**src/rtl/dcm_clkgen_prog_engine.sv**
```systemverilog
// Serial PROGEN/PROGDATA programmer for DCM_CLKGEN, with PROGDONE handshake, timeout and M/D readback.
// Optional `DCM_PROG_RANGE_CHECK_EN rejects out-of-range M/D at accept instead of truncating them.
module dcm_clkgen_prog_engine #(
  parameter int MD_WIDTH       = 8,
  parameter int GAP_CYCLES     = 5,
  parameter int BLANK_CYCLES   = 2,
  parameter int TIMEOUT_CYCLES = 1024,
  parameter int M_DEFAULT      = 42,
  parameter int D_DEFAULT      = 25
) (
  input  logic              okClk,
  input  logic              reset,
  input  logic [MD_WIDTH:0] M,
  input  logic [MD_WIDTH:0] D,
  input  logic              prog_trigger,
  input  logic              prog_done_in,
  output logic              prog_en,
  output logic              prog_data,
  output logic              busy,
  output logic              done,
  output logic              error,
  output logic [MD_WIDTH:0] M_active,
  output logic [MD_WIDTH:0] D_active
);
  localparam int CMAX = (MD_WIDTH > GAP_CYCLES) ? MD_WIDTH : GAP_CYCLES;
  localparam int CW   = $clog2(CMAX + 1);
  localparam int TW   = $clog2(TIMEOUT_CYCLES + 1);
  localparam logic [MD_WIDTH-1:0] ONE = MD_WIDTH'(1);

  localparam logic [3:0] IDLE      = 4'd0;
  localparam logic [3:0] LOAD_D    = 4'd1;
  localparam logic [3:0] SHIFT_D   = 4'd2;
  localparam logic [3:0] GAP1      = 4'd3;
  localparam logic [3:0] LOAD_M    = 4'd4;
  localparam logic [3:0] SHIFT_M   = 4'd5;
  localparam logic [3:0] GAP2      = 4'd6;
  localparam logic [3:0] GO        = 4'd7;
  localparam logic [3:0] WAIT_DONE = 4'd8;
  localparam logic [3:0] REARM     = 4'd9;
`ifdef DCM_PROG_RANGE_CHECK_EN
  localparam logic [3:0]        REJECT = 4'd10;
  localparam logic [MD_WIDTH:0] MIN_M  = (MD_WIDTH+1)'(2);
  localparam logic [MD_WIDTH:0] MAX_V  = {1'b1, {MD_WIDTH{1'b0}}};
`endif

  logic [3:0]          state;
  logic [CW-1:0]       cnt;
  logic [TW-1:0]       wcnt;
  logic [MD_WIDTH-1:0] dsh, msh;
  logic [MD_WIDTH:0]   m_snap, d_snap;

  // Each edge registers the drive for the current state/count, so outputs trail the state by one cycle.
  always_ff @(posedge okClk) begin
    if (reset) begin
      state     <= IDLE;
      cnt       <= '0;
      wcnt      <= '0;
      dsh       <= '0;
      msh       <= '0;
      m_snap    <= '0;
      d_snap    <= '0;
      prog_en   <= 1'b0;
      prog_data <= 1'b0;
      busy      <= 1'b0;
      done      <= 1'b0;
      error     <= 1'b0;
      M_active  <= (MD_WIDTH+1)'(M_DEFAULT);
      D_active  <= (MD_WIDTH+1)'(D_DEFAULT);
    end else begin
      prog_en   <= 1'b0;
      prog_data <= 1'b0;
      done      <= 1'b0;
      case (state)
        IDLE: if (prog_trigger) begin
          m_snap <= M;
          d_snap <= D;
          msh    <= M[MD_WIDTH-1:0] - ONE;
          dsh    <= D[MD_WIDTH-1:0] - ONE;
          busy   <= 1'b1;
          error  <= 1'b0;
          cnt    <= '0;
`ifdef DCM_PROG_RANGE_CHECK_EN
          state  <= (M < MIN_M || M > MAX_V || D == '0 || D > MAX_V) ? REJECT : LOAD_D;
`else
          state  <= LOAD_D;
`endif
        end
        LOAD_D: begin
          prog_en   <= 1'b1;
          prog_data <= (cnt == '0);
          if (cnt == CW'(1)) begin cnt <= '0; state <= SHIFT_D; end
          else cnt <= cnt + 1'b1;
        end
        SHIFT_D: begin
          prog_en   <= 1'b1;
          prog_data <= dsh[0];
          dsh       <= dsh >> 1;
          if (cnt == CW'(MD_WIDTH-1)) begin cnt <= '0; state <= GAP1; end
          else cnt <= cnt + 1'b1;
        end
        GAP1: begin
          if (cnt == CW'(GAP_CYCLES-1)) begin cnt <= '0; state <= LOAD_M; end
          else cnt <= cnt + 1'b1;
        end
        LOAD_M: begin
          prog_en   <= 1'b1;
          prog_data <= 1'b1;
          if (cnt == CW'(1)) begin cnt <= '0; state <= SHIFT_M; end
          else cnt <= cnt + 1'b1;
        end
        SHIFT_M: begin
          prog_en   <= 1'b1;
          prog_data <= msh[0];
          msh       <= msh >> 1;
          if (cnt == CW'(MD_WIDTH-1)) begin cnt <= '0; state <= GAP2; end
          else cnt <= cnt + 1'b1;
        end
        GAP2: begin
          if (cnt == CW'(GAP_CYCLES-1)) begin cnt <= '0; state <= GO; end
          else cnt <= cnt + 1'b1;
        end
        GO: begin
          prog_en <= 1'b1;
          wcnt    <= TW'(1);
          state   <= WAIT_DONE;
        end
        // wcnt counts edges since GO; success is checked first so it wins over a same-cycle timeout.
        WAIT_DONE: begin
          if (prog_done_in && wcnt > TW'(BLANK_CYCLES)) begin
            M_active <= m_snap;
            D_active <= d_snap;
            done     <= 1'b1;
            busy     <= 1'b0;
            state    <= REARM;
          end else if (wcnt == TW'(TIMEOUT_CYCLES)) begin
            error <= 1'b1;
            done  <= 1'b1;
            busy  <= 1'b0;
            state <= REARM;
          end else begin
            wcnt <= wcnt + 1'b1;
          end
        end
`ifdef DCM_PROG_RANGE_CHECK_EN
        REJECT: begin
          error <= 1'b1;
          done  <= 1'b1;
          busy  <= 1'b0;
          state <= REARM;
        end
`endif
        REARM: if (!prog_trigger) state <= IDLE;
        default: state <= IDLE;
      endcase
    end
  end
endmodule

```
**config.mk**
```make
export PLATFORM = sky130hd
export DESIGN_NAME = dcm_clkgen_prog_engine
export DESIGN_NICKNAME = d
export VERILOG_FILES = /design/src/rtl/dcm_clkgen_prog_engine.sv
export SDC_FILE = /design/constraint.sdc
export NUM_CORES = 1
export LEC_CHECK = 0
export CAP_MARGIN = 20
export CORE_MARGIN = 2
export CORE_UTILIZATION = 47
export CTS_CLUSTER_SIZE = 30
export DETAILED_ROUTE_END_ITERATION = 10
export PLACE_DENSITY = 0.71
export SETUP_SLACK_MARGIN = 0.15
export SLEW_MARGIN = 20
export SYNTH_ARGS = -nofsm -noshare
export SYNTH_HDL_FRONTEND = slang
export SYNTH_SLANG_ARGS = --single-unit
```
**constraint.sdc**
```tcl
create_clock -name okClk -period 3.72 [get_ports okClk]
set_clock_uncertainty 0.1 [all_clocks]
set_input_delay 1.116 -clock okClk [delete_from_list [all_inputs] [get_ports okClk]]
set_output_delay 1.116 -clock okClk [all_outputs]
set_load 0.1 [all_outputs]
```
==> flow_summary_export.csv, run 1 <==
group,metric,value,unit
power,leakage,1.565,nW
setup_path,cp-start-kind,"input port",
cells_and_area,num_antenna_cells,0,
setup_path,reg2reg_setup_slack,1.12,ns
clocking,clock_path_buffers,2,
setup_path,worst_path_max_delay_cell,"or4_1",
floorplanning,core_area,7176,um^2
global_routing,grt_max_degree,69,
timing,rsz0062_at_grt,"false",
setup_path,path_cells,"clkdlybuf4s50_1, or4_1, nor4_1, xor2_1, a21oi_1, nor2_1",
routing,routed_wl,7296,um
routing,drtIter0Drc,133,
routing,dr_wl_met2,3392,um
power,internal_power,1.492,mW
floorplanning,fp.dieW,89.77,um
setup_path,end_kind,"flip-flop",
routing,drtAntennaViolNets,0,
power,p_comb_share,28.0,%
setup_path,reg2reg_depth,5,
routing,vias,2993,
run_status,outcome,"finished, final reports clean",
timing,worst_slew_pin_slew,0.6823,ns
timing,fin_ws,1.091,ns
global_routing,antenna_found_initial,0,
cells_and_area,n_fill_cell,667,
floorplanning,ios,45,
setup_path,critPathMaxStageDelay,0.57,ns
routing,routed-wl-met3,214,um
synth,synth-edff-count,0,
synth,avgSynthCellArea,8.002,um^2
setup_path,crit_fanout,6,
clocking,numCtsBuffers,9,
worst_hold_path,whs_path_depth,2,
timing,fin_crit,2.629,ns
timing,timing.final.max_slew_violations,0,
setup_path,arrival,2.73,ns
floorplanning,initial_core_util,48.18,%
routing,vias_per_cell,5.242,
floorplanning,die_area,8058,um^2
clocking,cts_tree,"built",
global_routing,grt_overflow,0,
power,switchingPower,0.8352,mW
clocking,cts_hold_buf,0,
job,max_cap_viol_count,0,
clocking,post_cts_buffers,0,
synth,async_flop_share,0,%
synth,syn_nets,462,
power,powerDensity,566.8,nW/um^2
routing,drc,0,
timing,setup_viol,0,
cells_and_area,syn_to_final_growth,18.75,%
synth,ys_ff_latch,76,
synth,syn-cell-area,3457,um^2
routing,wire_per_inst,12.78,um
power,pwr-share-clk,28.1,%
synth,synth_cells,432,
synth,synth_common_cells,"nand2_1, dfxtp_1, nor2_1",
synth,synthFlopType,"dfxtp_1",
routing,wl_met1,3541,um
clocking,clkTransAtPathRegs,0.08,ns
synth,synth_largest_area_cell,"dfxtp_1",
timing,finalSetupTns,0,ns
synth,yosysTopAreaCellShare,44.01,%
clocking,cts.repair.resized,0,
timing,maxSlewHeadroom,54.51,%
clocking,clock-sinks,76,
power,vdd_ir_drop_max,261.5,uV
placement,pre_cts_ws,0.7376,ns
synth,yosysMostFrequentCell,"nand2_1",
clocking,clk_root_buffer_cell,"clkbuf_8",
placement,port_buffers,44,
routing,maxUsedRoutingLayer,"met4",
synth,ys_seq_area_share,44.01,%
timing,max_freq,380.3,MHz
floorplanning,fp-row-count,31,
timing,hold_violations,0,
floorplanning,fp.dieH,89.77,um
routing,firstDrtPassIters,4,
global_routing,grt_pass1_vias,2819,
clocking,htreeDepth,3,
global_routing,grt_pass1_wl,12430,um
synth,synthTopCellsByArea,"dfxtp_1, nand2_1, a21oi_1",
synth,yosysWarningCount,0,
placement,gp_congestion,0.8352,
synth,ys_types,44,
global_routing,grt.total_usage,18.38,%
placement,hpwl,4973,um
clocking,clk_latency,0.34,ns
power,pwr-share-seq,43.8,%
setup_path,crit_type,"in -> reg",
cells_and_area,fin_nets,497,
power,p_sw_share,35.89,%
cells_and_area,drive_above_1_share,11.02,%
worst_hold_path,hold_path_class,"reg -> reg",
setup_path,required,3.83,ns
timing,timing.final.crit_share,70.68,%
## power groups by stage
stage / clock (mW) / combinational [mW] / sequential [mW]
finish: 0.655 / 0.652 / 1.02
global route: 0.694 / 0.725 / 1.04
CTS: 0.672 / 0.653 / 1.02
detailed placement: 0 / 0.649 / 1.04
global placement: 0 / 0.637 / 1.03
floorplan: 0 / 0.443 / 1.07
## flip-flops by register name, indices dropped and copies added (netlist names)
register and count:
D_active 9, d_snap 9, msh 8, m_snap 9, prog_en 1, busy 1
state 4, error 1, prog_data 1, dsh 8, M_active 9, cnt 4
wcnt 11, done 1
## worst paths after layout
path | start | end
min reg2reg | dsh[7] | dsh[6]
max reg2reg | wcnt[2] | wcnt[3]
min | dsh[7] | dsh[6]
max | M[2] | msh[7]
## cells in the final DEF, fill, tap and decap left out, types with 4 or more instances in the layout
cell type,Yosys,routed
mux2i_1,4,4
nor3_1,11,11
a22oi_1,6,6
nor2_1,48,48
nand3b_1,7,7
a221oi_1,9,9
xnor2_1,10,10
clkdlybuf4s50_1,0,20
buf_4,0,28
or3_1,5,5
inv_1,9,9
dfxtp_1,76,76
nand3_1,11,11
ha_1,8,8
nand4_1,5,5
nor3b_1,4,4
nand2_1,97,97
a21oi_1,42,42
or4_1,5,5
a31oi_1,4,4
clkbuf_8,0,10
xor2_1,9,9
## stage by stage
step	area, um^2	cells	hold slack [ns]	total power [mW]	util [%]
after floorplan	3457	432	0.3271	1.517	-
after global placement	3897	555	0.3418	1.671	54.32
after detailed placement	3897	555	0.3422	1.687	54.32
after CTS	4105	571	0.3544	2.345	57.21
after global routing	4105	571	0.3746	2.454	57.21
final	4105	571	0.3544	2.327	57.21
## critical path, delay by kind of cell
kind,cells,cell delay (ns)
xor+xnor,1,0.10
simple gates,3,0.86
compound gates,1,0.16
buf+inv,1,0.50
## layout make-up
type	count	area [um^2]	share of cell area, %
repair buffers	49	415.4	10.12
well taps	99	123.9	3.017
clock inverters	6	70.07	1.707
clock buffers	10	137.6	3.353
inverters	9	33.78	0.8229
multi-input cells	322	1803	43.92
flip-flops and latches	76	1521	37.06
## cell families (layout without fill, tap and decap cells)
family | count (synthesis) | count (layout) | share of synthesized area [%]
simple gates | 217 | 217 | 29.68
buf+inv | 34 | 74 | 3.836
compound gates | 74 | 74 | 13.61
fa+ha+maj | 8 | 8 | 2.896
mux | 4 | 4 | 1.158
flops | 76 | 76 | 44.01
xor+xnor | 19 | 19 | 4.814
## routing by layer
metal | vias to the layer above | global-route usage (%)
met5 | - | 0
met4 | 0 | 8.590
met3 | 12 | 3.018
met2 | 42 | 30.30
met1 | 1383 | 23.67
li1 | 1556 | -
Power figures use the tool's default switching activity.
==> run 2: changes to the inputs <==
- clock period: 3.72 -> 2.5 ns (I/O delays scaled with it)
==> run 2 against run 1 <==
Against the previous run:
- flip-flop and latch count did not move
- via count rose by 4.5%
- first-iteration DRC count rose by 11%
- sequential power rose by 45%
- critical path depth fell by 1
- final area rose by 4.6%
- clock power rose by 29%
- cell count rose by 4.2%
- combinational power rose by 64%
- count of clock-buffer cells in the layout fell by 1
- non-clock buffer count rose by 24
- critical path type is now reg -> reg
- critical endpoint is now wcnt[3]
- largest power group unchanged
- highest routed layer unchanged
==> flow_summary_export.csv, run 2 (same netlist as run 1, synthesis figures left out) <==
group,metric,value,unit
power,powerDensity,793.3,nW/um^2
cells_and_area,syn_to_final_growth,24.18,%
timing,finalSetupTns,0,ns
placement,pre_cts_ws,-0.01342,ns
cells_and_area,drive_above_1_share,15.73,%
clocking,cts_tree,"built",
timing,rsz0062_at_grt,"false",
global_routing,grt.total_usage,20.06,%
timing,timing.final.crit_share,89.18,%
clocking,clk_root_buffer_cell,"clkbuf_8",
routing,firstDrtPassIters,4,
setup_path,arrival,2.43,ns
placement,port_buffers,44,
clocking,cts_hold_buf,0,
cells_and_area,layout.cells.non_filler,595,
worst_hold_path,hold_path_class,"reg -> reg",
clocking,clock_path_buffers,2,
setup_path,crit_family,"simple AND/OR/NAND/NOR gates",
worst_hold_path,min_from,"d_snap[8]",
placement,hpwl,5141,um
global_routing,grt_pass1_vias,2890,
routing,drtAntennaViolNets,0,
global_routing,grt_max_degree,69,
placement,gp_congestion,0.8252,
timing,fin_hold_ws,0.3557,ns
floorplanning,core_area,7176,um^2
setup_path,path_buf_inv,0,
setup_path,critPathMaxStageDelay,0.58,ns
clocking,htreeDepth,3,
clocking,clkTransAtPathRegs,0.08,ns
placement,numPlacedInstances,578,
setup_path,cp-startpoint,"wcnt[6]",
setup_path,crit_type,"reg -> reg",
timing,max_freq,448.5,MHz
timing,worst_slew_pin_slew,0.6737,ns
floorplanning,fp.dieH,89.77,um
cells_and_area,layout_common_cells,"nand2_1, dfxtp_1, buf_4",
routing,vias_per_cell,5.257,
floorplanning,fp-row-count,31,
cells_and_area,fin_area,4293,um^2
floorplanning,die_area,8058,um^2
floorplanning,ios,45,
setup_path,r2r-start,"wcnt[6]",
setup_path,path_cells,"or4_4, o41ai_4, nand3_4, or4_1, nand2_1",
run_status,outcome,"finished, final reports clean",
global_routing,antenna_found_initial,0,
timing,fin_crit,2.229,ns
routing,routed_wl,7686,um
setup_path,cp-start-kind,"flip-flop",
routing,drc,0,
timing,hold_violations,0,
timing,fin_ws,0.2705,ns
routing,drtIter0Drc,148,
setup_path,crit_fanout,9,
job,max_cap_viol_count,0,
timing,timing.final.max_slew_violations,0,
timing,maxSlewHeadroom,54.81,%
cells_and_area,layout_commonest_cell,"nand2_1",
timing,setup_viol,0,
floorplanning,fp.dieW,89.77,um
setup_path,required,2.70,ns
routing,wire_per_inst,12.92,um
clocking,clk_latency,0.35,ns
global_routing,grt_pass1_wl,13300,um
cells_and_area,fin_nets,521,
routing,vias,3128,
floorplanning,initial_core_util,48.18,%
setup_path,end_kind,"flip-flop",
global_routing,grt_overflow,0,
cells_and_area,largest_reg_flops,11,
power,vdd_ir_drop_max,406.7,uV
setup_path,worst_path_max_delay_cell,"or4_4",
cells_and_area,num_antenna_cells,0,
clocking,clock-sinks,76,
clocking,numCtsBuffers,9,
power,leakage,1.689,nW
cells_and_area,regMostFlops,"wcnt",
placement,place_area,4095,um^2
## run 2: cell count changes in the layout (fill, tap and decap cells not counted), sizes merged
| cell | delta |
|---|---|
| clkinvlp | -1 |
| clkbuf | -1 |
| inv | -1 |
| bufinv | -1 |
| clkinv | +4 |
| buf | +24 |
## run 2: layout make-up
class                   count  area (um^2)
inverters                   9        33.78
multi-input cells         322         1818
well taps                  99        123.9
fillers                   692         2883
repair buffers             73        620.6
clock buffers               9        123.9
clock inverters             7        51.30
flip-flops and latches     76         1521
## run 2: path summary, 6_finish.rpt
path / endpoint / slack, ns / cells after the start
worst max-delay path: wcnt[3] / 0.27 / 5
worst min-delay path: D_active[8] / 0.36 / 2
worst max register to register: wcnt[3] / 0.27 / 5
worst min register to register: D_active[8] / 0.36 / 2
## run 2: what timing repair did
| item | 4_1_cts | 5_1_grt |
|---|---|---|
| gates resized for setup | 1 | 2 |
| pin swaps | 1 | 1 |
| endpoints found under the hold margin | 0 | 0 |
| buffers inserted | 1 | 0 |
| endpoints found under the setup margin | 6 | 4 |
## run 2: power breakdown
group          internal, mW  switching [mW]  leakage [nW]
combinational         0.407           0.666         0.985
clock                 0.363           0.485        0.0856
sequential             1.37           0.111         0.619
## run 2: worst reg2reg max path: cells and delay by family (launching register included)
family / cells / cell delay, ns
compound gates: 1 / 0.40
flops: 1 / 0.34
simple gates: 4 / 1.34
## run 2: through the flow
stage          power [mW]  utilization, %
2_1_floorplan       2.257               -
3_3_place_gp        2.552           57.07
3_5_place_dp        2.578           57.07
4_1_cts             3.438           59.69
5_1_grt             3.621           59.83
6_report            3.405           59.83
## run 2: routing by layer
layer / up-vias / share of wire, % / GRT usage (%) / wire length, um
met1: 1477 / 48 / 25.43 / 3694
li1: 1599 / - / - / -
met4: 0 / 2.0 / 9.615 / 155
met5: - / 0 / 0 / 0
met3: 9 / 3.2 / 3.856 / 246
met2: 43 / 47 / 33.02 / 3590
